<file path="src/rtl/btb_update.sv">
// BTB update stage: read-modify-write of one 2-way set per resolved branch.
// Hit updates counter/target, a taken miss allocates a way, and the LRU bit lives in set[0].
module btb_update #(
    parameter int PC_W    = 32,
    parameter int INDEX_W = 3,
    parameter int TAG_W   = 27,
    parameter int SET_W   = 128
) (
    input  logic               clk,
    input  logic               rst,
    input  logic               upd_valid,
    output logic               upd_ready,
    input  logic [PC_W-1:0]    upd_pc,
    input  logic               upd_taken,
    input  logic [PC_W-1:0]    upd_target,
    output logic [INDEX_W-1:0] update_index,
    input  logic [SET_W-1:0]   update_set,
    output logic [INDEX_W-1:0] write_index,
    output logic [SET_W-1:0]   write_set,
    output logic               write_en,
    output logic               upd_hit,
    output logic               upd_alloc
);

    typedef enum logic [1:0] {
        S_IDLE  = 2'd0,
        S_READ  = 2'd1,
        S_WRITE = 2'd2
    } state_t;

    state_t              r_state;
    state_t              w_next_state;
    logic [PC_W-1:2]     r_pc;
    logic                r_taken;
    logic [PC_W-1:0]     r_target;
    logic [SET_W-1:0]    r_set;
    logic                w_accept;
    logic                w_hit0;
    logic                w_hit1;
    logic                w_victim1;
    logic                w_lru;
    logic [63:0]         w_new0;
    logic [63:0]         w_new1;
    logic                w_unused;

    function automatic logic [1:0] ctr_next(input logic [1:0] ctr, input logic taken);
        logic [1:0] res;
        if (taken) begin
            res = (ctr == 2'd3) ? 2'd3 : ctr + 2'd1;
        end else begin
            res = (ctr == 2'd0) ? 2'd0 : ctr - 2'd1;
        end
        return res;
    endfunction

    function automatic logic [63:0] hit_way(input logic [63:0] way, input logic taken,
                                            input logic [31:0] target);
        logic [63:0] res;
        res        = way;
        res[62:61] = ctr_next(way[62:61], taken);
        if (taken) begin
            res[33:2] = target;
        end else begin
            res[33:2] = way[33:2];
        end
        res[1:0] = 2'b00;
        return res;
    endfunction

    function automatic logic [63:0] alloc_way(input logic [TAG_W-1:0] tag, input logic [31:0] target);
        return {1'b1, 2'b10, tag, target, 2'b00};
    endfunction

    assign w_accept     = upd_valid && upd_ready;
    assign upd_ready    = rst && (r_state == S_IDLE);
    assign update_index = r_pc[INDEX_W+1:2];
    assign write_index  = r_pc[INDEX_W+1:2];
    assign w_hit0       = r_set[63]  && (r_set[60:34]  == r_pc[PC_W-1:5]);
    assign w_hit1       = r_set[127] && (r_set[124:98] == r_pc[PC_W-1:5]);
    // Way0 is filled first; once both are valid the LRU bit picks the victim.
    assign w_victim1    = r_set[63] && (!r_set[127] || r_set[0]);
    assign w_unused     = ^{upd_pc[1:0], r_set[65:64], r_set[1]};

    // State, request and set-snapshot registers.
    always_ff @(posedge clk or negedge rst) begin
        if (!rst) begin
            r_state  <= S_IDLE;
            r_pc     <= '0;
            r_taken  <= 1'b0;
            r_target <= '0;
            r_set    <= '0;
        end else begin
            r_state <= w_next_state;
            if (w_accept) begin
                r_pc     <= upd_pc[PC_W-1:2];
                r_taken  <= upd_taken;
                r_target <= upd_target;
            end
            if (r_state == S_READ) begin
                r_set <= update_set;
            end
        end
    end

    // Next state and write-back decode; ways keep their contents unless hit or allocated.
    always_comb begin
        w_next_state = r_state;
        write_en     = 1'b0;
        upd_hit      = 1'b0;
        upd_alloc    = 1'b0;
        write_set    = '0;
        w_new0       = {r_set[63:2], 2'b00};
        w_new1       = {r_set[127:66], 2'b00};
        w_lru        = r_set[0];
        case (r_state)
            S_IDLE: begin
                if (w_accept) begin
                    w_next_state = S_READ;
                end else begin
                    w_next_state = S_IDLE;
                end
            end
            S_READ: begin
                w_next_state = S_WRITE;
            end
            S_WRITE: begin
                w_next_state = S_IDLE;
                if (w_hit0) begin
                    w_new0   = hit_way(w_new0, r_taken, r_target);
                    w_lru    = 1'b1;
                    write_en = 1'b1;
                    upd_hit  = 1'b1;
                end else if (w_hit1) begin
                    w_new1   = hit_way(w_new1, r_taken, r_target);
                    w_lru    = 1'b0;
                    write_en = 1'b1;
                    upd_hit  = 1'b1;
                end else if (r_taken) begin
                    if (w_victim1) begin
                        w_new1 = alloc_way(r_pc[PC_W-1:5], r_target);
                        w_lru  = 1'b0;
                    end else begin
                        w_new0 = alloc_way(r_pc[PC_W-1:5], r_target);
                        w_lru  = 1'b1;
                    end
                    write_en  = 1'b1;
                    upd_alloc = 1'b1;
                end else begin
                    write_en = 1'b0;
                end
                if (write_en) begin
                    write_set = {w_new1, w_new0[63:1], w_lru};
                end else begin
                    write_set = '0;
                end
            end
            default: begin
                w_next_state = S_IDLE;
            end
        endcase
    end

endmodule

</file>
<file path="config.mk">
export PLATFORM = sky130hd
export DESIGN_NAME = btb_update
export DESIGN_NICKNAME = d
export VERILOG_FILES = /design/src/rtl/btb_update.sv
export SDC_FILE = /design/constraint.sdc
export NUM_CORES = 1
export LEC_CHECK = 0
export CAP_MARGIN = 5
export CELL_PAD_IN_SITES_DETAIL_PLACEMENT = 1
export CELL_PAD_IN_SITES_GLOBAL_PLACEMENT = 1
export CORE_MARGIN = 4
export CORE_UTILIZATION = 36
export DETAILED_ROUTE_END_ITERATION = 10
export PLACE_DENSITY = 0.79
export SLEW_MARGIN = 10
export SYNTH_ARGS = -nofsm -noshare
export SYNTH_HDL_FRONTEND = slang
export SYNTH_SLANG_ARGS = --single-unit
</file>
<file path="constraint.sdc">
create_clock -name clk -period 3.6 [get_ports clk]
set_clock_uncertainty 0.2 [all_clocks]
set_input_delay 0.36 -clock clk [delete_from_list [all_inputs] [get_ports clk]]
set_output_delay 0.36 -clock clk [all_outputs]
set_load 0.05 [all_outputs]
</file>
==> impl_summary.log <==
INFO  metric setup_repair_after_global_routing_missed_its_margin = true
INFO  metric cts.clk_slew.worst_paths = 0.08 ns
INFO  metric synth-edff-count = 0
INFO  metric chipWidth = 173.5 um
INFO  metric finalNonFillerCells = 1556
INFO  metric setup_viol = 125
INFO  metric avgRoutedWirePerCell = 30.69 um
INFO  metric area_growth_from_synthesis_to_final_layout = 81.80%
INFO  metric die_area = 30090 um2
INFO  metric core.rowCount = 60
INFO  metric grt_util_met3 = 6.827%
INFO  metric layout-drive-gt1-share = 57.15%
INFO  metric final.period_utilization = 115.1%
INFO  metric critical_path.reg2reg.startpoint = r_state[1]
INFO  metric drt-vias-per-instance = 5.621
INFO  metric antenna_violations_before_repair = 13
INFO  metric cpMaxStageDelayCell = nor4_1
INFO  metric power.ir.vdd_worst = 382.2 uV
INFO  metric synth-async-reset-ratio = 100.0%
INFO  metric run_status = finished with violations
INFO  metric synthTopCellsByArea = dfrtp_1, mux2_2, mux2i_1
INFO  metric cts_buffers = 17
INFO  metric timing.critical_path.from_type = flip-flop
INFO  metric number_of_global_route_vias_before_repair = 9737
INFO  metric report.power.total = 9.431 mW
INFO  metric initial_drc_count = 514
INFO  metric hold_viol = 0
INFO  metric path_cells = xor2_1, nor4_1, nand4_1, nand3b_1, buf_6, buf_12, mux2i_4, nor2_4, buf_12
INFO  metric grtUsageMet1 = 31.32%
INFO  metric hold_path_class = primary input to asynchronous set/reset pin
INFO  metric synth_cell_types = 42
INFO  metric globalRoute.busiestLayer = met2
INFO  metric ctsHtreeMaxLevel = 4
INFO  metric seq_area_frac_synth = 48.24%
INFO  metric total_grt_usage = 28.08%
INFO  metric final_net_count = 1385
INFO  metric pwr_density_cell = 526.3 nW/um2
INFO  metric synth_top_area_cell = dfrtp_1
INFO  metric critical_path.max_fanout = 7
INFO  metric worst_r2r_path_depth = 4
INFO  metric final_period_minus_worst_setup_slack = 4.144 ns
INFO  metric io_buffer_count = 325
INFO  metric place.gp.congestion = 0.8278
INFO  metric core_area = 26950 um2
INFO  metric fp.dieH = 173.5 um
INFO  metric data_required_time_at_the_worst_endpoint = 3.04 ns
INFO  metric transition_time_at_the_pin_with_the_least_slew_margin = 0.9447 ns
INFO  metric filler_cell_count = 2420
INFO  metric synth-seq-cells = 190
INFO  metric p_leak = 6.950 nW
INFO  metric detailed_place_hpwl = 25710 um
INFO  metric tritoncts_sink_count = 190
INFO  metric firstDrtPassIters = 5
INFO  metric library_cell_with_the_highest_instance_count_after_synthesis = dfrtp_1
INFO  metric arrival = 3.58 ns
INFO  metric drt_drc_violations_left = 0
INFO  metric postRouteAntennaNets = 0
INFO  metric worstSkewPairLatency = 0.43 ns
INFO  metric pre_cts_ws = 0.1347 ns
INFO  metric io-pin-count = 334
INFO  metric synth_flop_cell = dfrtp_1
INFO  metric syn_avg_cell_area = 12.06 um2
INFO  metric grt_start_max_net_pins = 100
INFO  metric achievable-frequency = 241.3 MHz
INFO  metric synth_cells = 817
INFO  metric max_slew_margin = 37.02%
INFO  metric critPathMostFrequentCell = buf_12
INFO  metric floorplan.initialDensity = 36.57%
INFO  metric critical-path-max-stage-delay = 0.75 ns
INFO  metric tritoncts = done
INFO  metric total_number_of_vias = 8746
INFO  metric post-place-cells = 1450
INFO  metric root_buffer = clkbuf_16
INFO  metric failing_checks = setup timing
INFO  metric path_class = flip-flop to output pin
INFO  metric deepest_clock_path_buffer_count = 2
INFO  metric global_route_wire_length_before_repair = 63720 um
INFO  metric critPathLaunch = r_pc[10]
INFO  metric synthesis.area = 9857 um2
INFO  metric grt.met2_usage = 50.45%
INFO  metric maxCapViolCount = 0
INFO  metric synth_top_cells_by_count = dfrtp_1, mux2_2, nor2_1
INFO  metric critical_path.endpoint_type = output pin
INFO  metric postRouteWirelength = 47750 um
INFO  metric finalCoreUtilization = 66.49%
INFO  metric final_critical_path_setup_slack = -0.5442 ns
INFO  metric post-synth-top-area-fraction = 48.24%
INFO  metric slew_viol_final = 0
INFO  metric yosysWarnings = 0
INFO  metric grt-ovfl-total = 0
critical path, delay by kind of cell (launching register included):
kind                   cells  cell delay [ns]
AND/OR/NAND/NOR            4             1.55
buffers and inverters      3             0.52
flip-flops                 1             0.50
XOR/XNOR                   1             0.28
multiplexers               1             0.28
cell usage in the layout, fill, tap and decap left out, drive strengths merged, types with 2 or more instances in the layout:
| cell | instances |
|---|---|
| dfrtp | 190 |
| or4 | 3 |
| clkbuf | 22 |
| a211oi | 2 |
| conb | 3 |
| mux2i | 118 |
| xor2 | 24 |
| clkdlybuf4s50 | 195 |
| a21o | 2 |
| nor2 | 124 |
| inv | 12 |
| nand4 | 17 |
| nand2 | 9 |
| a31o | 4 |
| diode | 13 |
| a21oi | 7 |
| and2 | 2 |
| clkinv | 6 |
| buf | 208 |
| nand3 | 2 |
| nor4 | 12 |
| nand2b | 3 |
| mux2 | 185 |
| xnor2 | 30 |
| nor4b | 2 |
| o21ai | 5 |
final timing paths:
check                      slack [ns]        endpoint
hold reg to reg                  0.31       r_set[78]
min in group clk                 0.31       r_set[78]
hold / removal                   0.19    r_target[30]
setup reg to reg                 1.06        r_pc[15]
max in group asynchronous        1.68       r_set[55]
setup / recovery                -0.54  write_set[117]
logic make-up after synthesis:
| logic type | after synthesis | synth area share (%) |
|---|---|---|
| AO/OA/AOI/OAI | 23 | 1.625 |
| XOR/XNOR | 54 | 4.798 |
| adder cells (fa/ha/maj) | 1 | 0.1016 |
| buffers and inverters | 64 | 3.732 |
| flip-flops | 190 | 48.24 |
| multiplexers | 303 | 33.12 |
| other | 1 | 0.03804 |
| AND/OR/NAND/NOR | 181 | 8.352 |
per-stage QoR:
step / area (um2) / TNS, ns / hold WS (ns)
6_report: 17920 / -43.16 / 0.1942
4_1_cts: 16970 / -13.11 / 0.1884
5_1_grt: 17920 / -47.61 / 0.2229
3_3_place_gp: 14760 / 0 / 0.1038
2_1_floorplan: 9869 / 0 / -0.1356
3_5_place_dp: 14760 / 0 / 0.1048
power by group:
part / total, mW / internal [mW] / switching (mW)
clock network: 2.00 / 1.00 / 1.00
registers: 3.37 / 2.64 / 0.728
logic: 4.06 / 2.10 / 1.96
total: 9.43 / 5.74 / 3.69
flip-flops by register name (all words and copies together), names as in the netlist:
signal,count
r_pc,30
r_set,125
r_taken,1
r_state,2
r_target,32
per-layer routing:
metal / vias up / share of wire [%]
li1: 3634 / -
met1: 4570 / 36
met5: - / 0.027
met2: 419 / 53
met3: 121 / 5.8
met4: 2 / 4.9
timing repair:
| action | in CTS | in global routing |
|---|---|---|
| hold buffers | 1 | 0 |
| pin swaps | 22 | 36 |
| gates resized for setup | 239 | 166 |
| setup endpoints to repair | 125 | 126 |
| hold endpoints to repair | 34 | 0 |
| setup buffers | 34 | 14 |
| gates cloned | 14 | 4 |
layout make-up:
cell class                 count  area, um2  area share (%)
multi-input combinational    567       6444           35.96
timing repair buffer         408       5617           31.34
sequential                   190       4780           26.67
clock buffer                  18      429.2           2.395
tap                          341      426.7           2.381
clock inverter                14      172.7          0.9636
antenna                       13      32.53          0.1815
inverter                       5      18.77          0.1047
No activity file was read; power rests on OpenSTA's default activity.
